**config.mk**
```make
export PLATFORM = sky130hd
export DESIGN_NAME = m_wishbone_uarttx
export DESIGN_NICKNAME = d
export VERILOG_FILES = /design/src/rtl/m_wishbone_uarttx.sv
export SDC_FILE = /design/constraint.sdc
export NUM_CORES = 1
export LEC_CHECK = 0
export CAP_MARGIN = 15
export CELL_PAD_IN_SITES_DETAIL_PLACEMENT = 1
export CELL_PAD_IN_SITES_GLOBAL_PLACEMENT = 1
export CORE_MARGIN = 10
export CORE_UTILIZATION = 36
export CTS_CLUSTER_SIZE = 28
export DETAILED_ROUTE_END_ITERATION = 10
export PLACE_DENSITY_LB_ADDON = 0.1
export SYNTH_ARGS = -nofsm -noshare
export SYNTH_HDL_FRONTEND = slang
export SYNTH_SLANG_ARGS = --single-unit
```
**constraint.sdc**
```tcl
create_clock -name CLK_I -period 2.49 [get_ports CLK_I]
set_input_delay 0.3735 -clock CLK_I [delete_from_list [all_inputs] [get_ports CLK_I]]
set_output_delay 0.3735 -clock CLK_I [all_outputs]
set_load 0.1 [all_outputs]
```
**src/rtl/m_wishbone_uarttx.sv**
```systemverilog
// Wishbone classic slave UART transmitter (8N1) with a small TX FIFO and a status register.
// The core pushes bytes through DATA and polls STATUS; irq requests more data once everything has drained.
module m_wishbone_uarttx #(
  parameter int DIVISOR      = 434,
  parameter int FIFOADRWIDTH = 2
) (
  input  logic        CLK_I,
  input  logic        RST_I,
  input  logic        STB_I,
  input  logic        WE_I,
  input  logic        ADR_I,
  input  logic [3:0]  SEL_I,
  input  logic [31:0] DAT_I,
  output logic        ACK_O,
  output logic [31:0] DAT_O,
  output logic        TXD,
  output logic        irq
);

  localparam int DEPTH_INT = 1 << FIFOADRWIDTH;
  localparam int TW        = $clog2(DIVISOR);
  localparam logic [FIFOADRWIDTH:0]   DEPTH   = (FIFOADRWIDTH+1)'(DEPTH_INT);
  localparam logic [FIFOADRWIDTH:0]   CNT_ONE = (FIFOADRWIDTH+1)'(1);
  localparam logic [FIFOADRWIDTH-1:0] PTR_ONE = FIFOADRWIDTH'(1);
  localparam logic [TW-1:0]           TMAX    = TW'(DIVISOR - 1);
  localparam logic [TW-1:0]           T_ONE   = TW'(1);

  typedef enum logic [1:0] {
    S_IDLE,
    S_START,
    S_DATA,
    S_STOP
  } state_t;

  state_t state, state_next;

  logic [7:0]              mem [DEPTH_INT];
  logic [FIFOADRWIDTH-1:0] wr_ptr, rd_ptr;
  logic [FIFOADRWIDTH:0]   count;
  logic                    overflow;
  logic [TW-1:0]           timer;
  logic [2:0]              bitidx;
  logic [7:0]              shift;

  logic       full, empty, busy, tick;
  logic       acc, rd_setup, wr_data, rd_status;
  logic       pop, push, ovf_set;
  logic [7:0] status;
  logic       unused_bits;

  assign unused_bits = ^{SEL_I[3:1], DAT_I[31:8]};

  assign full  = (count == DEPTH);
  assign empty = (count == '0);
  assign busy  = (state != S_IDLE);
  assign irq   = empty & ~busy;
  assign tick  = (timer == '0);

  // Bus side effects occur only in the acknowledged cycle, so a held strobe acts once per ack pulse.
  assign acc       = STB_I & ACK_O;
  assign rd_setup  = STB_I & ~ACK_O & ~WE_I & ADR_I;
  assign wr_data   = acc & WE_I & ~ADR_I & SEL_I[0];
  assign rd_status = acc & ~WE_I & ADR_I;

  // A pop in the same cycle frees the slot, so a write into a full FIFO still succeeds then.
  assign push    = wr_data & (~full | pop);
  assign ovf_set = wr_data & full & ~pop;

  assign status = {4'(count), overflow, empty, full, busy};

  always_ff @(posedge CLK_I or posedge RST_I) begin
    if (RST_I) begin
      ACK_O <= 1'b0;
      DAT_O <= '0;
    end else begin
      ACK_O <= STB_I & ~ACK_O;
      DAT_O <= rd_setup ? {24'b0, status} : 32'b0;
    end
  end

  always_ff @(posedge CLK_I) begin
    if (push) begin
      mem[wr_ptr] <= DAT_I[7:0];
    end
  end

  always_ff @(posedge CLK_I or posedge RST_I) begin
    if (RST_I) begin
      wr_ptr   <= '0;
      rd_ptr   <= '0;
      count    <= '0;
      overflow <= 1'b0;
    end else begin
      if (push) begin
        wr_ptr <= wr_ptr + PTR_ONE;
      end
      if (pop) begin
        rd_ptr <= rd_ptr + PTR_ONE;
      end
      case ({push, pop})
        2'b10:   count <= count + CNT_ONE;
        2'b01:   count <= count - CNT_ONE;
        default: count <= count;
      endcase
      // A fresh overflow wins over the clear from a status read in the same cycle.
      if (ovf_set) begin
        overflow <= 1'b1;
      end else if (rd_status) begin
        overflow <= 1'b0;
      end
    end
  end

  always_ff @(posedge CLK_I or posedge RST_I) begin
    if (RST_I) begin
      state <= S_IDLE;
    end else begin
      state <= state_next;
    end
  end

  always_comb begin
    state_next = state;
    case (state)
      S_IDLE: begin
        if (!empty) begin
          state_next = S_START;
        end
      end
      S_START: begin
        if (tick) begin
          state_next = S_DATA;
        end
      end
      S_DATA: begin
        if (tick && bitidx == 3'd7) begin
          state_next = S_STOP;
        end
      end
      S_STOP: begin
        if (tick) begin
          state_next = empty ? S_IDLE : S_START;
        end
      end
      default: state_next = S_IDLE;
    endcase
  end

  // The end of a stop bit pops directly, so back-to-back frames have no idle cycle between them.
  always_comb begin
    pop = 1'b0;
    TXD = 1'b1;
    case (state)
      S_IDLE: begin
        pop = ~empty;
        TXD = 1'b1;
      end
      S_START: begin
        TXD = 1'b0;
      end
      S_DATA: begin
        TXD = shift[0];
      end
      S_STOP: begin
        pop = tick & ~empty;
        TXD = 1'b1;
      end
      default: begin
        pop = 1'b0;
        TXD = 1'b1;
      end
    endcase
  end

  always_ff @(posedge CLK_I or posedge RST_I) begin
    if (RST_I) begin
      timer  <= '0;
      bitidx <= '0;
      shift  <= '0;
    end else begin
      if (pop) begin
        timer <= TMAX;
      end else if (state == S_IDLE) begin
        timer <= '0;
      end else if (tick) begin
        timer <= TMAX;
      end else begin
        timer <= timer - T_ONE;
      end

      if (pop) begin
        shift <= mem[rd_ptr];
      end else if (state == S_DATA && tick) begin
        shift <= {1'b0, shift[7:1]};
      end

      if (state == S_DATA) begin
        if (tick) begin
          bitidx <= bitidx + 3'd1;
        end
      end else begin
        bitidx <= '0;
      end
    end
  end

endmodule

```
==> out/results.ini, run 1 <==
[status]
status=complete, no violations

[clocking]
insertion_delay_ps=350
clk_pin_slew_ps=90
clk_path_buf_depth=2
cts.sinks=70
cts_hold_buf=0
cts_root_buf=clkbuf_8
cts_tree=done
cts_made_buffers=9
htreeDepth=3

[critical_path]
reg2reg_slack_ps=110
reg2reg_to=count[1]$_DFFE_PP0P_
cp-end-kind=flip-flop
worstPathArrival_ps=2600
crit_required_ps=2710
r2r-start=timer[0]$_DFF_PP0_
start_kind=flip-flop
reg2regPathDepth=10
worstPathMaxFanout=4
criticalPathCategory=reg -> reg

[sta]
setup_viol=0
drv_slew=0
setup_slack_ps=109
fin_skew_ps=6.78
finalHoldViolCount=0
fin_crit_ps=2380
grt_setup_unrepaired=yes
tightest_slew_ps=558
fmax_ghz=0.420
whs_ps=444
relSlewSlack_pct=62.8
fin_crit_sh_pct=95.6

[global_route]
grt_pass1_wl_mm=10.8
met3_usage_pct=2.36
grt.total_usage_pct=10.3
antenna_found_initial=0
grt_max_degree=39
use_met2_pct=17.2
first_global_vias=2114
grt_use_met1_pct=12.1
busiest_layer=met2
gr-total-overflow=0

[finish]
final_cell_mix=dfrtp_1 (38), edfxtp_1 (32), nand2_1 (26)
fillers=981
fin_area_mm2=0.00393
n_antenna_cell=0
final_nets=359
area.growth.synth_to_final_pct=16.9
multi_input_area_mm2=0.00127
layout.cells.non_filler=422
drive_above_1_share_pct=19.3
regArea_mm2=0.00191
layout_commonest_cell=dfrtp_1

[synthesis]
synth_edf_count=32
synthCells=268
synth_area_mm2=0.00336
synth_top_flop_cell=dfrtp_1
async_reset_ff_share_pct=54.3
synth_warnings=0
yosysUniqueCellTypes=47
ys_seq_elements=70
ys_seq_area_share_pct=56.8
avgSynthCellArea_um2=12.5

[floorplanning]
row_count=35
coreArea_mm2=0.00915
start_util_pct=36.7
io_pins=76
die_w_um=117
die-area_mm2=0.0136
die_h_um=117

[routing]
antenna_left=0
routed_via_density=4.82
wirelength_mm=6.56
drc=0
wl_per_cell_um=15.6
vias=2035
drtIter0Drc=54
drt_pass1_iterations=4

[power]
power_density_mw_per_mm2=646
p_comb_share_pct=14.3
internal-power_w=0.00171
power.share.clock_pct=35.0
ir_worst_vdd_mv=0.327
leakage_nw=1.61
p_sw_share_pct=32.7
seq_power_share_pct=50.7
p_switching_w=0.000831

[placed_design]
numPlacedInstances=406
numPortBuffers=23
postPlaceCellArea_mm2=0.00374
pre_cts_ws_ps=79.4
dp_hpwl_mm=4.72
globalplace.congestion=0.720

[hold_path]
holdCritPathClass=in -> async

[flow_run]
drv_cap=0

[timing repair]
action | in CTS | in global routing
buffers inserted | 0 | 0
endpoints found under the hold margin | 0 | 0
resized for setup | 0 | 2
setup endpoints to repair | 0 | 2
[sequential cells by signal, indices dropped and copies added (netlist names), 3 cells and up]
name and cells:
timer 9, DAT_O 7, shift 8, count 3
bitidx 3, mem 32
[Yosys cell counts (3+ instances only)]
cell type	count	area, µm²
dfrtp_1	38	951
nor3_1	10	50.1
inv_1	11	41.3
buf_4	26	195
and3_1	4	25.0
mux2i_1	7	70.1
a21oi_1	7	35.0
nand4_1	3	18.8
ha_1	11	138
nor2_1	14	52.6
nand2_1	26	97.6
edfxtp_1	32	961
and2_1	5	31.3
xnor2_1	8	70.1
mux4_2	8	180
o21ai_0	18	90.1
[how the worst max path moves through the flow]
stage | startpoint | cells past startpoint | slack [ps] | to
6_report | timer[0]$_DFF_PP0_ | 10 | 110 | count[1]$_DFFE_PP0P_
5_1_grt | timer[1]$_DFF_PP0_ | 10 | -20 | count[1]$_DFFE_PP0P_
4_1_cts | timer[0]$_DFF_PP0_ | 10 | 60 | count[1]$_DFFE_PP0P_
3_5_place_dp | timer[0]$_DFF_PP0_ | 10 | 80 | count[1]$_DFFE_PP0P_
3_3_place_gp | timer[0]$_DFF_PP0_ | 10 | 120 | count[1]$_DFFE_PP0P_
2_1_floorplan | timer[0]$_DFF_PP0_ | 12 | -110 | count[1]$_DFFE_PP0P_
[power by group through the flow]
stage	clock [W]	combinational, W	sequential [W]
CTS	0.000919	0.000367	0.00129
global route	0.000965	0.000398	0.00130
global placement	0	0.000360	0.00131
detailed placement	0	0.000367	0.00131
finish	0.000888	0.000364	0.00129
floorplan	0	0.000314	0.00132
[layer usage]
layer	wire length (µm)	up-vias
met5	0	-
met4	147	0
li1	-	977
met1	2920	1017
met2	3270	29
met3	223	12
[kinds of logic after synthesis]
group	synth area share (%)
other	0.112
flip-flops	56.8
adder cells (fa/ha/maj)	4.69
AO/OA/AOI/OAI	8.11
multiplexers	7.78
AND/OR/NAND/NOR	11.7
buffers and inverters	8.45
XOR/XNOR	2.34
[per-stage QoR]
| stage | TNS [ps] | total power, W | util [%] |
|---|---|---|---|
| after floorplan | -209 | 0.00163 | - |
| after global placement | 0 | 0.00167 | 40.9 |
| after detailed placement | 0 | 0.00168 | 40.9 |
| after CTS | 0 | 0.00257 | 42.9 |
| after global routing | -23.2 | 0.00266 | 43.0 |
| final | 0 | 0.00254 | 43.0 |
[cell type report]
type | count | share of cell area, %
Sequential cell | 70 | 48.6
Multi-Input combinational cell | 177 | 32.3
Timing Repair Buffer | 37 | 9.80
Tap cell | 111 | 3.53
Clock buffer | 9 | 3.15
Clock inverter | 7 | 1.59
Inverter | 11 | 1.05
[critical path: stages, from the launching register on]
cell and delay, ps:
dfrtp_1 420, inv_2 70, ha_2 180, nor4b_4 260, a31oi_2 160, nor3_2 190, nand2_1 100, fa_1 540
a21oi_1 50, a21oi_1 150, o221ai_1 120
Power figures use the tool's default switching activity.
==> run 2: changes to the inputs <==
Settings changed: CAP_MARGIN 15 to unset.
Clock period 2.49 ns to 2 ns, I/O delays scaled along.
==> run 2 against run 1 <==
Effect of this change: the flow now finishes with violations (setup timing); maximum frequency rose by 5.3%; worst hold slack got worse by 150 ps; cell count rose by 6.9%; core utilization rose by 4.0 points; die area did not move; register-to-register slack got worse by 370 ps; sequential cell count did not move; clock power rose by 34%; worst setup slack got worse by 370 ps; critical endpoint unchanged.
==> out/results.ini, run 2 (synthesis results as in run 1) <==
[status]
violations=setup timing
status=finished with violations

[flow_run]
drv_cap=0  ; unchanged

[sta]
setup_slack_ps=-260  ; -370 ps
drv_slew=0  ; unchanged
fin_skew_ps=9.28  ; +2.50 ps
setup_viol=39  ; +39
fin_crit_sh_pct=113  ; +17 points
fin_crit_ps=2260  ; -120 ps
fmax_ghz=0.442  ; +5.3%
finalHoldViolCount=0  ; unchanged
grt_setup_unrepaired=yes

[power]
power_density_mw_per_mm2=766  ; +19%
finalPower_w=0.00329  ; +30%
leakage_nw=1.79  ; +11%
ir_worst_vdd_mv=0.641  ; +96%

[finish]
reg.largest.list=mem: 32 flops, timer: 9 flops, shift: 8 flops
n_antenna_cell=0  ; unchanged
final_nets=388  ; +8.1%
area.growth.synth_to_final_pct=27.7
layout_commonest_cell=buf_4
top_register=mem
drive_above_1_share_pct=32.9  ; +14 points
largest_reg_flops=32  ; unchanged
final_cell_mix=buf_4 (42), dfrtp_1 (37), edfxtp_1 (32)

[global_route]
antenna_found_initial=0  ; unchanged
grt.total_usage_pct=11.7  ; +1.4 points
grt_max_degree=39  ; unchanged
grt_pass1_wl_mm=12.3  ; +14%
first_global_vias=2397  ; +13%
gr-total-overflow=0  ; unchanged

[routing]
drc=0  ; unchanged
drtIter0Drc=53  ; -1.9%
vias=2140  ; +5.2%
antenna_left=0  ; unchanged
drt_pass1_iterations=4  ; unchanged
wirelength_mm=7.45  ; +14%
wl_per_cell_um=16.5  ; +6.2%
routed_via_density=4.75  ; -1.6%

[critical_path]
criticalPathCategory=reg -> reg
crit_required_ps=2230  ; -480 ps
startpoint=timer[0]$_DFF_PP0_
reg2reg_to=count[1]$_DFFE_PP0P_
worstPathMaxFanout=3  ; -1
reg2regPathDepth=10  ; unchanged
start_kind=flip-flop
worstPathArrival_ps=2490  ; -110 ps
cp-end-kind=flip-flop
r2r-start=timer[0]$_DFF_PP0_
reg2reg_slack_ps=-260  ; -370 ps

[hold_path]
holdCritPathClass=in -> async

[floorplanning]
coreArea_mm2=0.00915  ; unchanged
start_util_pct=36.7  ; unchanged
die_w_um=117  ; unchanged
die-area_mm2=0.0136  ; unchanged
die_h_um=117  ; unchanged
io_pins=76  ; unchanged
row_count=35  ; unchanged

[clocking]
insertion_delay_ps=350  ; about the same
clk_pin_slew_ps=80  ; about the same
cts_root_buf=clkbuf_8
cts_hold_buf=0  ; unchanged
htreeDepth=3  ; unchanged
clk_path_buf_depth=2  ; unchanged
cts_tree=done
cts.sinks=70  ; unchanged
cts_made_buffers=9  ; unchanged

[placed_design]
dp_hpwl_mm=5.16  ; +9.3%
pre_cts_ws_ps=-283  ; -363 ps
globalplace.congestion=0.778  ; +8.1%
numPortBuffers=23  ; unchanged

-- run 2: changes by cell type in the layout (fill, tap and decap cells not counted), sizes merged --
cell,change
buf,+29
bufinv,+1
clkinvlp,-1
-- run 2: worst max-delay path, cell delays in order, from the launching register on --
cell and delay (ps):
dfrtp_1 390, inv_2 80, ha_4 140, nor4b_4 230, a31oi_2 150, nor3_2 190
nand2_1 100, fa_1 560, a21oi_2 40, a21oi_1 140, o221ai_1 110
-- run 2: layout make-up --
type	instances	area (µm²)
timing repair buffer	66	596
tap	111	139
clock inverter	7	77.6
multi-input combinational	177	1400
sequential	70	1920
fill	968	4860
clock buffer	9	124
inverter	11	41.3
-- run 2: worst max-delay path by stage --
| stage | end | slack, ps | depth (start not counted) |
|---|---|---|---|
| 3_3_place_gp | count[1]$_DFFE_PP0P_ | -270 | 10 |
| 4_1_cts | count[1]$_DFFE_PP0P_ | -240 | 10 |
| 3_5_place_dp | count[1]$_DFFE_PP0P_ | -280 | 10 |
| 5_1_grt | count[1]$_DFFE_PP0P_ | -420 | 10 |
| 2_1_floorplan | count[1]$_DFFE_PP0P_ | -590 | 12 |
| 6_report | count[1]$_DFFE_PP0P_ | -260 | 10 |
-- run 2: timing repair --
action                                  4_1_cts  5_1_grt
setup buffers                                 5        4
endpoints found under the setup margin       41       55
pin swaps                                    11        9
gates resized for setup                      17       21
-- run 2: metal layers --
layer | vias up | part of all wire [%] | track usage (%)
met2 | 27 | 52 | 19.9
met1 | 1063 | 44 | 14.0
met4 | 0 | 1.9 | 5.19
li1 | 1038 | - | -
met5 | - | 0 | 0
met3 | 12 | 2.8 | 2.36
-- run 2: through the flow --
stage / hold slack [ps] / setup TNS (ps) / area (µm²) / instances / utilization, %
after global routing: 312 / -6750 / 4290 / 451 / 46.9
after detailed placement: 479 / -6260 / 3910 / 430 / 42.7
final: 292 / -2070 / 4290 / 451 / 46.9
after floorplan: 399 / -1230 / 3470 / 292 / -
after CTS: 301 / -3500 / 4200 / 450 / 45.9
after global placement: 469 / -5840 / 3910 / 430 / 42.7
-- run 2: power by group --
part / switching, W / internal (W) / leakage [nW]
clock network: 0.000599 / 0.000590 / 0.0972
logic: 0.000379 / 0.000131 / 0.937
registers: 0.0000433 / 0.00155 / 0.758
